--- src/rtl/synth_pkg.sv ---
// Shared FSM state and default widths
// for the wavetable reader slice.
package synth_pkg;

  localparam int ADDRWIDTH_DEF  = 12;
  localparam int WIDTH_DEF      = 16;
  localparam int PHASEWIDTH_DEF = 24;

  typedef enum logic [2:0] {
    IDLE,
    ADDR1,
    CAP0,
    CAP1,
    INTERP
  } state_e;

endpackage

--- src/rtl/wt_lerp.sv ---
// Linear interpolation between two adjacent
// signed table samples by a fractional phase.
module wt_lerp #(
  parameter int WIDTH = 16,
  parameter int FRACW = 12
) (
  input  logic signed [WIDTH-1:0] d0,
  input  logic signed [WIDTH-1:0] d1,
  input  logic        [FRACW-1:0] frac,
  output logic signed [WIDTH-1:0] sample
);

  localparam int PW = WIDTH + FRACW + 2;

  logic signed [WIDTH:0] diff;
  logic signed [PW-1:0]  diff_x;
  logic signed [PW-1:0]  frac_x;
  logic signed [PW-1:0]  prod;

  always_comb begin
    diff   = {d1[WIDTH-1], d1} - {d0[WIDTH-1], d0};
    diff_x = {{(PW-WIDTH-1){diff[WIDTH]}}, diff};
    frac_x = {{(PW-FRACW){1'b0}}, frac};
    prod   = diff_x * frac_x;
    // floor of the scaled step keeps the result between d0 and d1
    sample = d0 + WIDTH'(prod >>> FRACW);
  end

endmodule

--- src/rtl/wavetable_reader.sv ---
// Phase-accumulating wavetable reader with
// two-tap sync-ROM fetch and interpolation.
module wavetable_reader
  import synth_pkg::*;
#(
  parameter int ADDRWIDTH  = ADDRWIDTH_DEF,
  parameter int WIDTH      = WIDTH_DEF,
  parameter int PHASEWIDTH = PHASEWIDTH_DEF
) (
  input  logic                  Clk,
  input  logic                  Reset,
  input  logic                  sample_tick,
  input  logic [PHASEWIDTH-1:0] freq_word,
  input  logic                  phase_reset,
  output logic [ADDRWIDTH-1:0]  rom_addr,
  input  logic [WIDTH-1:0]      rom_data,
  output logic [WIDTH-1:0]      sample_out,
  output logic                  sample_valid,
  output logic                  busy,
  output logic                  overrun
);

  localparam int FRACW = PHASEWIDTH - ADDRWIDTH;

  state_e state_q, state_d;

  logic [PHASEWIDTH-1:0] phase_q, phase_d;
  logic [PHASEWIDTH-1:0] look;
  logic [ADDRWIDTH-1:0]  rom_addr_q, rom_addr_d;
  logic [FRACW-1:0]      frac_q, frac_d;
  logic [WIDTH-1:0]      d0_q, d0_d;
  logic [WIDTH-1:0]      d1_q, d1_d;
  logic [WIDTH-1:0]      sample_q, sample_d;
  logic [WIDTH-1:0]      lerp_out;
  logic                  valid_q, valid_d;
  logic                  overrun_q, overrun_d;

  wt_lerp #(
    .WIDTH (WIDTH),
    .FRACW (FRACW)
  ) u_lerp (
    .d0     (d0_q),
    .d1     (d1_q),
    .frac   (frac_q),
    .sample (lerp_out)
  );

  always_comb begin
    state_d    = state_q;
    phase_d    = phase_q;
    rom_addr_d = rom_addr_q;
    frac_d     = frac_q;
    d0_d       = d0_q;
    d1_d       = d1_q;
    sample_d   = sample_q;
    valid_d    = 1'b0;
    overrun_d  = overrun_q;
    look       = phase_reset ? '0 : phase_q;

    if (phase_reset) phase_d = '0;

    unique case (state_q)
      IDLE: begin
        if (sample_tick) begin
          rom_addr_d = look[PHASEWIDTH-1 -: ADDRWIDTH];
          frac_d     = look[FRACW-1:0];
          phase_d    = look + freq_word;
          state_d    = ADDR1;
        end
      end
      ADDR1: begin
        rom_addr_d = rom_addr_q + ADDRWIDTH'(1);
        state_d    = CAP0;
      end
      CAP0: begin
        d0_d    = rom_data;
        state_d = CAP1;
      end
      CAP1: begin
        d1_d    = rom_data;
        state_d = INTERP;
      end
      INTERP: begin
        sample_d = lerp_out;
        valid_d  = 1'b1;
        state_d  = IDLE;
      end
      default: state_d = IDLE;
    endcase

    if (sample_tick && state_q != IDLE) overrun_d = 1'b1;
  end

  always_ff @(posedge Clk) begin
    if (Reset) begin
      state_q    <= IDLE;
      phase_q    <= '0;
      rom_addr_q <= '0;
      frac_q     <= '0;
      d0_q       <= '0;
      d1_q       <= '0;
      sample_q   <= '0;
      valid_q    <= 1'b0;
      overrun_q  <= 1'b0;
    end else begin
      state_q    <= state_d;
      phase_q    <= phase_d;
      rom_addr_q <= rom_addr_d;
      frac_q     <= frac_d;
      d0_q       <= d0_d;
      d1_q       <= d1_d;
      sample_q   <= sample_d;
      valid_q    <= valid_d;
      overrun_q  <= overrun_d;
    end
  end

  assign rom_addr     = rom_addr_q;
  assign sample_out   = sample_q;
  assign sample_valid = valid_q;
  assign busy         = (state_q != IDLE);
  assign overrun      = overrun_q;

endmodule

--- config.mk ---
export PLATFORM = sky130hd
export DESIGN_NAME = wavetable_reader
export DESIGN_NICKNAME = d
export VERILOG_FILES = /design/src/rtl/synth_pkg.sv /design/src/rtl/wt_lerp.sv /design/src/rtl/wavetable_reader.sv
export SDC_FILE = /design/constraint.sdc
export NUM_CORES = 1
export LEC_CHECK = 0
export ABC_AREA = 0
export CAP_MARGIN = 20
export CORE_MARGIN = 4
export CORE_UTILIZATION = 55
export DETAILED_ROUTE_END_ITERATION = 8
export PLACE_DENSITY = 0.74
export SKIP_LAST_GASP = 1
export SLEW_MARGIN = 40
export SYNTH_ARGS = -nofsm -noshare
export SYNTH_HDL_FRONTEND = slang
export SYNTH_SLANG_ARGS = --single-unit
--- constraint.sdc ---
create_clock -name Clk -period 23.6 [get_ports Clk]
set_input_delay 4.72 -clock Clk [delete_from_list [all_inputs] [get_ports Clk]]
set_output_delay 4.72 -clock Clk [all_outputs]
set_load 0.05 [all_outputs]
==> out/metrics.yaml, run 1 <==
die:
  die_y_um: 164
  core.rowCount: 56
  die_area_um2: 27000
  pin_count: 75
  fp.dieW_um: 164
  coreArea_um2: 23800
  initial_utilization_pct: 56.6
hold_path:
  hold_end: "sample_out[10]"
  whs_path_depth: 2
  hp-class: "reg -> reg"
  min-delay-start: "sample_out[10]"
detailed_routing:
  via_per_inst: 5.44
  wirelength_um: 31500
  wire_per_inst_um: 15.7
  antenna_left: 0
  drc: 0
  routed-via-count: 10888
  drtIter0Drc: 690
  drt_pass1_iterations: 5
global_routing:
  grt_pass1_vias: 11261
  grt_pass1_wl_um: 54500
  grt_util_all_layers_pct: 24.8
  grt_max_degree: 72
  antenna_found_initial: 0
  grt_remaining_overflow: 0
flow_run:
  maxCapViolCount: 0
setup_path:
  slowest_delay_ns: 0.54
  worstSetupPathType: "reg -> reg"
  rr_worst_depth: 38
  ff2ff_setup_slack_ns: 14.46
  critPathArrivalTime_ns: 9.40
  startpoint_type: "flip-flop"
  critical_path.max_fanout: 12
  r2r_end: "sample_out[15]"
  worstSetupEndpointType: "flip-flop"
  r2r-start: "d0_q[1]"
  crit_path_top_delay_cell: "fa_1"
  crit_required_ns: 23.86
cells_and_area:
  multi_input_area_um2: 10100
  area_growth_syn_to_layout_pct: 9.32
  final_cells: 2003
  fillers: 2103
  nets: 2022
  drive_gt1_share_pct: 2.91
  ff_latch_area_um2: 2020
  antenna_cells: 0
  final_cell_area_um2: 14700
cts:
  path_clk_slew_ns: 0.07
  cts_inserted_buffers: 9
  cts_buffer_depth: 2
  h-tree-depth: 3
  clockRootBuffer: "clkbuf_16"
  ctsResizeCount: 0
  postCtsSetupBuffers: 0
  cts.sinks: 101
  insertion_delay_ns: 0.36
  cts_hold_buffers: 0
  cts_tree: "built"
synthesis:
  synthTopCellsByArea: "fa_1 (27%), dfxtp_1 (15%), ha_1 (11%), inv_1 (7.7%), nand2_1 (7.7%)"
  synthCells: 1660
  synth-compound-area-share_pct: 12.1
  synth_fp_nets: 2003
  ys_types: 68
  yosysMostFrequentCell: "inv_1"
  synthArstFlopShare_pct: 0
  synth-xor-area-share_pct: 3.69
  yosys.area_share.simple_pct: 21.2
  synth_area_per_cell_um2: 8.09
  synthFlopType: "dfxtp_1"
  synth-seq-cells: 101
  synth_commonest_cells: "inv_1 (276), nand2_1 (275), fa_1 (182), ha_1 (117), a21oi_1 (116)"
  synth_area_um2: 13400
  synth_top_area_share_pct: 27.1
  yosys.area.top_type: "fa_1"
  synth-adder-area-share_pct: 38.0
  synth_edf_count: 0
  synthMuxAreaShare_pct: 0.0745
  synth_warnings: 0
  synth_top_family_by_area: "adder cells"
  yosysSeqAreaShare_pct: 15.1
placement:
  place_hpwl_um: 24800
  io_buffers: 74
  place_inst: 1987
  dp_slack_ns: 14.39
  gp_congestion: 0.872
  dpl_cell_area_um2: 14400
timing:
  rsz0062_at_grt: "false"
  setup_viol: 0
  max_slew_margin_pct: 44.7
  finalMaxSlewViolations: 0
  setup_tns_ns: 0
  hold_viol_final: 0
  worst_pin_slew_ns: 0.808
  finClkSkew_ns: 0.0144
  fmax_ghz: 0.109
  final.period_utilization_pct: 38.7
  period_needed_ns: 9.14
  setup_slack_ns: 14.46
run_status:
  run_status: "finished clean"
power_and_ir_drop:
  seqPwrFrac_pct: 32.0
  switchingPower_uw: 241
  power_density_nw_per_um2: 39.7
  clock_power_share_pct: 25.3
  max-vdd-ir-drop_uv: 50.0
  internal_power_uw: 341
  leakage_uw: 0.00699
  pwr-share-comb_pct: 42.7
  swShare_pct: 41.4
-- power groups by stage --
| stage | Sequential, uW | Combinational (uW) | Clock, uW |
|---|---|---|---|
| detailed placement | 190 | 243 | 0 |
| finish | 186 | 249 | 147 |
| floorplan | 192 | 167 | 0 |
| global placement | 190 | 235 | 0 |
| global route | 188 | 276 | 157 |
| CTS | 186 | 245 | 151 |
-- cell type report --
cell class	count	share of cell area, %
Multi-Input combinational cell	1209	69.1
Sequential cell	101	13.8
Inverter	277	7.08
Timing Repair Buffer	81	5.35
Tap cell	319	2.72
Clock buffer	10	1.63
Clock inverter	6	0.358
-- per-layer routing --
metal / share of wire (%) / vias up / GRT usage, %
li1: - / 5274 / -
met1: 45 / 5284 / 34.9
met2: 47 / 295 / 41.1
met3: 6.4 / 35 / 4.02
met4: 1.4 / 0 / 4.61
met5: 0 / - / 0
-- cells in the final DEF (no fill, tap or decap), types with 4 or more instances in the layout --
master,Yosys,layout
inv_1,276,276
nand2_1,275,274
fa_1,182,182
ha_1,117,117
a21oi_1,116,116
dfxtp_1,101,101
and2_1,88,89
nor2_1,75,74
clkdlybuf4s50_1,0,72
nor2b_1,51,51
xnor2_1,40,38
o21ai_0,34,34
nor3_1,22,22
nand3_1,22,22
a21o_1,19,19
nand2b_1,15,15
or3_1,13,13
xor2_1,14,11
o21a_1,10,10
a211oi_1,10,10
a31oi_1,10,10
clkbuf_16,0,9
buf_4,2,8
o211ai_1,7,7
nor3b_1,6,6
a311oi_1,6,6
o31ai_1,5,5
nand4_1,4,4
and3_1,4,4
o21bai_1,4,4
-- flip-flops by register name, indices dropped and copies added, names as in the netlist --
signal and count:
rom_addr 12, d1_q 16, d0_q 16, sample_out 16, frac_q 12, sample_valid 1
overrun 1, state_q 3, phase_q 24
-- cell families after synthesis --
| logic type | after synthesis |
|---|---|
| adder cells (fa/ha/maj) | 299 |
| XOR/XNOR | 55 |
| buffers and inverters | 350 |
| AO/OA/AOI/OAI | 257 |
| flip-flops | 101 |
| AND/OR/NAND/NOR | 597 |
| multiplexers | 1 |
-- through the flow --
| step | total power, uW | util [%] | hold slack [ns] |
|---|---|---|---|
| 2_1_floorplan | 359 | - | 0.436 |
| 3_3_place_gp | 424 | 60.4 | 0.442 |
| 3_5_place_dp | 433 | 60.5 | 0.444 |
| 4_1_cts | 582 | 61.7 | 0.462 |
| 5_1_grt | 620 | 61.8 | 0.482 |
| 6_report | 583 | 61.8 | 0.459 |
-- worst max-delay path, delay by kind of cell, from the launching register on --
family	cells	cell delay (ns)
compound gates	13	2.40
xor+xnor	3	0.80
simple gates	9	1.76
buf+inv	5	0.38
flops	1	0.48
fa+ha+maj	8	3.22
-- worst max path at each step --
stage / start / to / slack, ns / cells past startpoint
after floorplan: d0_q[1] / sample_out[14] / 15.45 / 39
after global placement: d1_q[0] / sample_out[14] / 14.61 / 39
after detailed placement: d0_q[1] / sample_out[14] / 14.39 / 38
after CTS: d0_q[1] / sample_out[15] / 14.30 / 38
after global routing: d0_q[1] / sample_out[15] / 13.79 / 38
final: d0_q[1] / sample_out[15] / 14.46 / 38
(Power assumes the default switching activity.)
==> run 2: changes to the inputs <==
--- a/config.mk
+++ b/config.mk
@@ -10,7 +10,7 @@
 export CORE_MARGIN = 4
 export CORE_UTILIZATION = 55
 export DETAILED_ROUTE_END_ITERATION = 8
-export PLACE_DENSITY = 0.74
+export PLACE_DENSITY = 0.77
 export SKIP_LAST_GASP = 1
 export SLEW_MARGIN = 40
 export SYNTH_ARGS = -nofsm -noshare
==> constraint.sdc (replaced) <==
create_clock -name Clk -period 7.4 [get_ports Clk]
set_input_delay 1.48 -clock Clk [delete_from_list [all_inputs] [get_ports Clk]]
set_output_delay 1.48 -clock Clk [all_outputs]
set_load 0.05 [all_outputs]
==> run 2 against run 1 <==
  * The flow now finishes with violations (negative setup slack)
  * Sequential share of layout area shrank 1.5 points
  * First-iteration DRC count is 18% lower
  * Core utilization up 7.9 points
  * Final area up 13%
  * Fmax rose by 12%
  * Clock skew down 0.0018 ns
  * Final cell count grew 8.7%
  * Total power grew to 3.8 times the previous value
  * Global-route usage increased by 1.4 points
  * Non-clock buffer count increased by 175
  * Highest routed layer unchanged
==> out/metrics.yaml, run 2 (synthesis gave the netlist of run 1 again) <==
timing:
  hold_ws_ns: 0.458  # -0.00138 ns
  period_needed_ns: 8.20  # -0.945 ns
  finClkSkew_ns: 0.0126  # -0.00180 ns
  hold_viol_final: 0  # unchanged
  final.period_utilization_pct: 111  # +72 points
  setup_viol: 12  # +12
  setup_slack_ns: -0.798  # -15.26 ns
  finalMaxSlewViolations: 0  # unchanged
  fmax_ghz: 0.122  # +12%
  rsz0062_at_grt: "true"
  max_slew_margin_pct: 47.9  # +3.2 points
  worst_pin_slew_ns: 0.781  # -0.0268 ns
  setup_tns_ns: -6.21  # -6.21 ns
global_routing:
  grt_max_degree: 104  # +44%
  grt_remaining_overflow: 0  # unchanged
  grt_pass1_vias: 12121  # +7.6%
  grt_util_all_layers_pct: 26.2  # +1.4 points
  grt_pass1_wl_um: 57900  # +6.1%
  antenna_found_initial: 0  # unchanged
detailed_routing:
  wire_per_inst_um: 16.0  # +1.6%
  routed-via-count: 11749  # +7.9%
  via_per_inst: 5.39  # -0.76%
  wl_met2_um: 16800  # +14%
  drt_pass1_iterations: 5  # unchanged
  drtIter0Drc: 567  # -18%
  drc: 0  # unchanged
  antenna_left: 0  # unchanged
  dr_wl_met3_um: 1970  # -2.3%
  highest_layer: "met4"
  wirelength_um: 34800  # +10%
  wl_met1_um: 15200  # +6.3%
cells_and_area:
  layout_commonest_cell: "nand2_1"
  top_register: "phase_q"
  nets: 2197  # +8.7%
  antenna_cells: 0  # unchanged
  largest_reg_flops: 24  # unchanged
  final_cells: 2178  # +8.7%
  drive_gt1_share_pct: 17.2  # +14 points
  final_cell_area_um2: 16600  # +13%
  area_growth_syn_to_layout_pct: 23.3
  final_cell_mix: "nand2_1 (269), inv_1 (261), fa_1 (180)"
cts:
  clockRootBuffer: "clkbuf_16"
  cts_inserted_buffers: 9  # unchanged
  path_clk_slew_ns: 0.08  # about the same
  cts.sinks: 101  # unchanged
  cts_tree: "built"
  h-tree-depth: 3  # unchanged
  insertion_delay_ns: 0.36  # about the same
  cts_buffer_depth: 2  # unchanged
flow_run:
  maxCapViolCount: 0  # unchanged
die:
  initial_utilization_pct: 56.6  # unchanged
  die_area_um2: 27000  # unchanged
  pin_count: 75  # unchanged
  core.rowCount: 56  # unchanged
  die_y_um: 164  # unchanged
  coreArea_um2: 23800  # unchanged
  fp.dieW_um: 164  # unchanged
power_and_ir_drop:
  power_density_nw_per_um2: 135  # +240%
  power.total_uw: 2230  # +280%
  leakage_uw: 0.00800  # +14%
  max-vdd-ir-drop_uv: 173  # +250%
hold_path:
  hp-class: "reg -> reg"
setup_path:
  startpoint_type: "flip-flop"
  critPathArrivalTime_ns: 8.47  # -0.93 ns
  worstSetupEndpointType: "flip-flop"
  worstSetupPathType: "reg -> reg"
  critical_path.max_fanout: 5  # -7
  cpMostUsedCell: "inv_1"
  crit_required_ns: 7.67  # -16.19 ns
  slowest_delay_ns: 0.54  # about the same
  crit_path_top_delay_cell: "fa_1"
run_status:
  run_status: "finished with violations"
  violations: "negative setup slack"
placement:
  dpl_cell_area_um2: 15600  # +8.6%
  io_buffers: 74  # unchanged
  place_hpwl_um: 26500  # +6.6%
  gp_congestion: 0.913  # +4.7%
  place_inst: 2139  # +7.6%
==> run 2: cell types whose count changed in the layout (fill, tap and decap cells not counted), sizes merged <==
| cell | previous run | this run |
|---|---|---|
| buf | 9 | 184 |
| bufinv | 0 | 1 |
| clkbuf | 10 | 11 |
| clkinv | 2 | 1 |
| inv | 280 | 279 |
==> run 2: repair_timing <==
action | CTS | global route
pin swaps | 73 | 52
gates cloned | 0 | 0
hold buffers | 0 | 0
setup buffers | 16 | 10
endpoints found under the hold margin | 0 | 0
gates resized for setup | 66 | 40
setup endpoints to repair | 13 | 13
==> run 2: where the power goes <==
| group | switching, uW | internal (uW) |
|---|---|---|
| combinational | 630 | 510 |
| clock | 228 | 276 |
| sequential | 19.2 | 569 |
| total | 877 | 1360 |
==> run 2: per-layer routing <==
| layer | track usage [%] | vias to the layer above |
|---|---|---|
| met5 | 0 | - |
| met4 | 7.13 | 0 |
| met3 | 3.94 | 59 |
| met2 | 43.7 | 394 |
| met1 | 35.8 | 5671 |
| li1 | - | 5625 |
==> run 2: final timing paths <==
check | depth (start not counted) | slack (ns) | start | endpoint
worst min register to register | 2 | 0.46 | d1_q[12] | d1_q[12]
worst max register to register | 39 | -0.80 | d1_q[0] | sample_out[15]
worst min-delay path | 2 | 0.46 | d1_q[12] | d1_q[12]
worst max-delay path | 39 | -0.80 | d1_q[0] | sample_out[15]
==> run 2: area by class of cell <==
type                            instances  area (um2)
Multi-Input combinational cell       1209       10700
Clock buffer                           11         243
Timing Repair Buffer                  256        2130
Clock inverter                          5        66.3
Inverter                              277        1040
Tap cell                              319         399
Sequential cell                       101        2030
Fill cell                            1768        7180
==> run 2: worst max-delay path: cells and delay by family (launching register included) <==
kind                     cells  cell delay (ns)
adder cells (fa/ha/maj)      9             3.68
AO/OA/AOI/OAI               10             1.78
XOR/XNOR                     2             0.32
flip-flops                   1             0.34
buffers and inverters        9             0.72
AND/OR/NAND/NOR              9             1.30
==> run 2: through the flow <==
| step | worst slack, ns | utilization, % |
|---|---|---|
| 2_1_floorplan | -0.319 | - |
| 3_3_place_gp | -0.766 | 65.7 |
| 3_5_place_dp | -1.02 | 65.7 |
| 4_1_cts | -0.621 | 68.6 |
| 5_1_grt | -1.13 | 69.8 |
| 6_report | -0.798 | 69.8 |
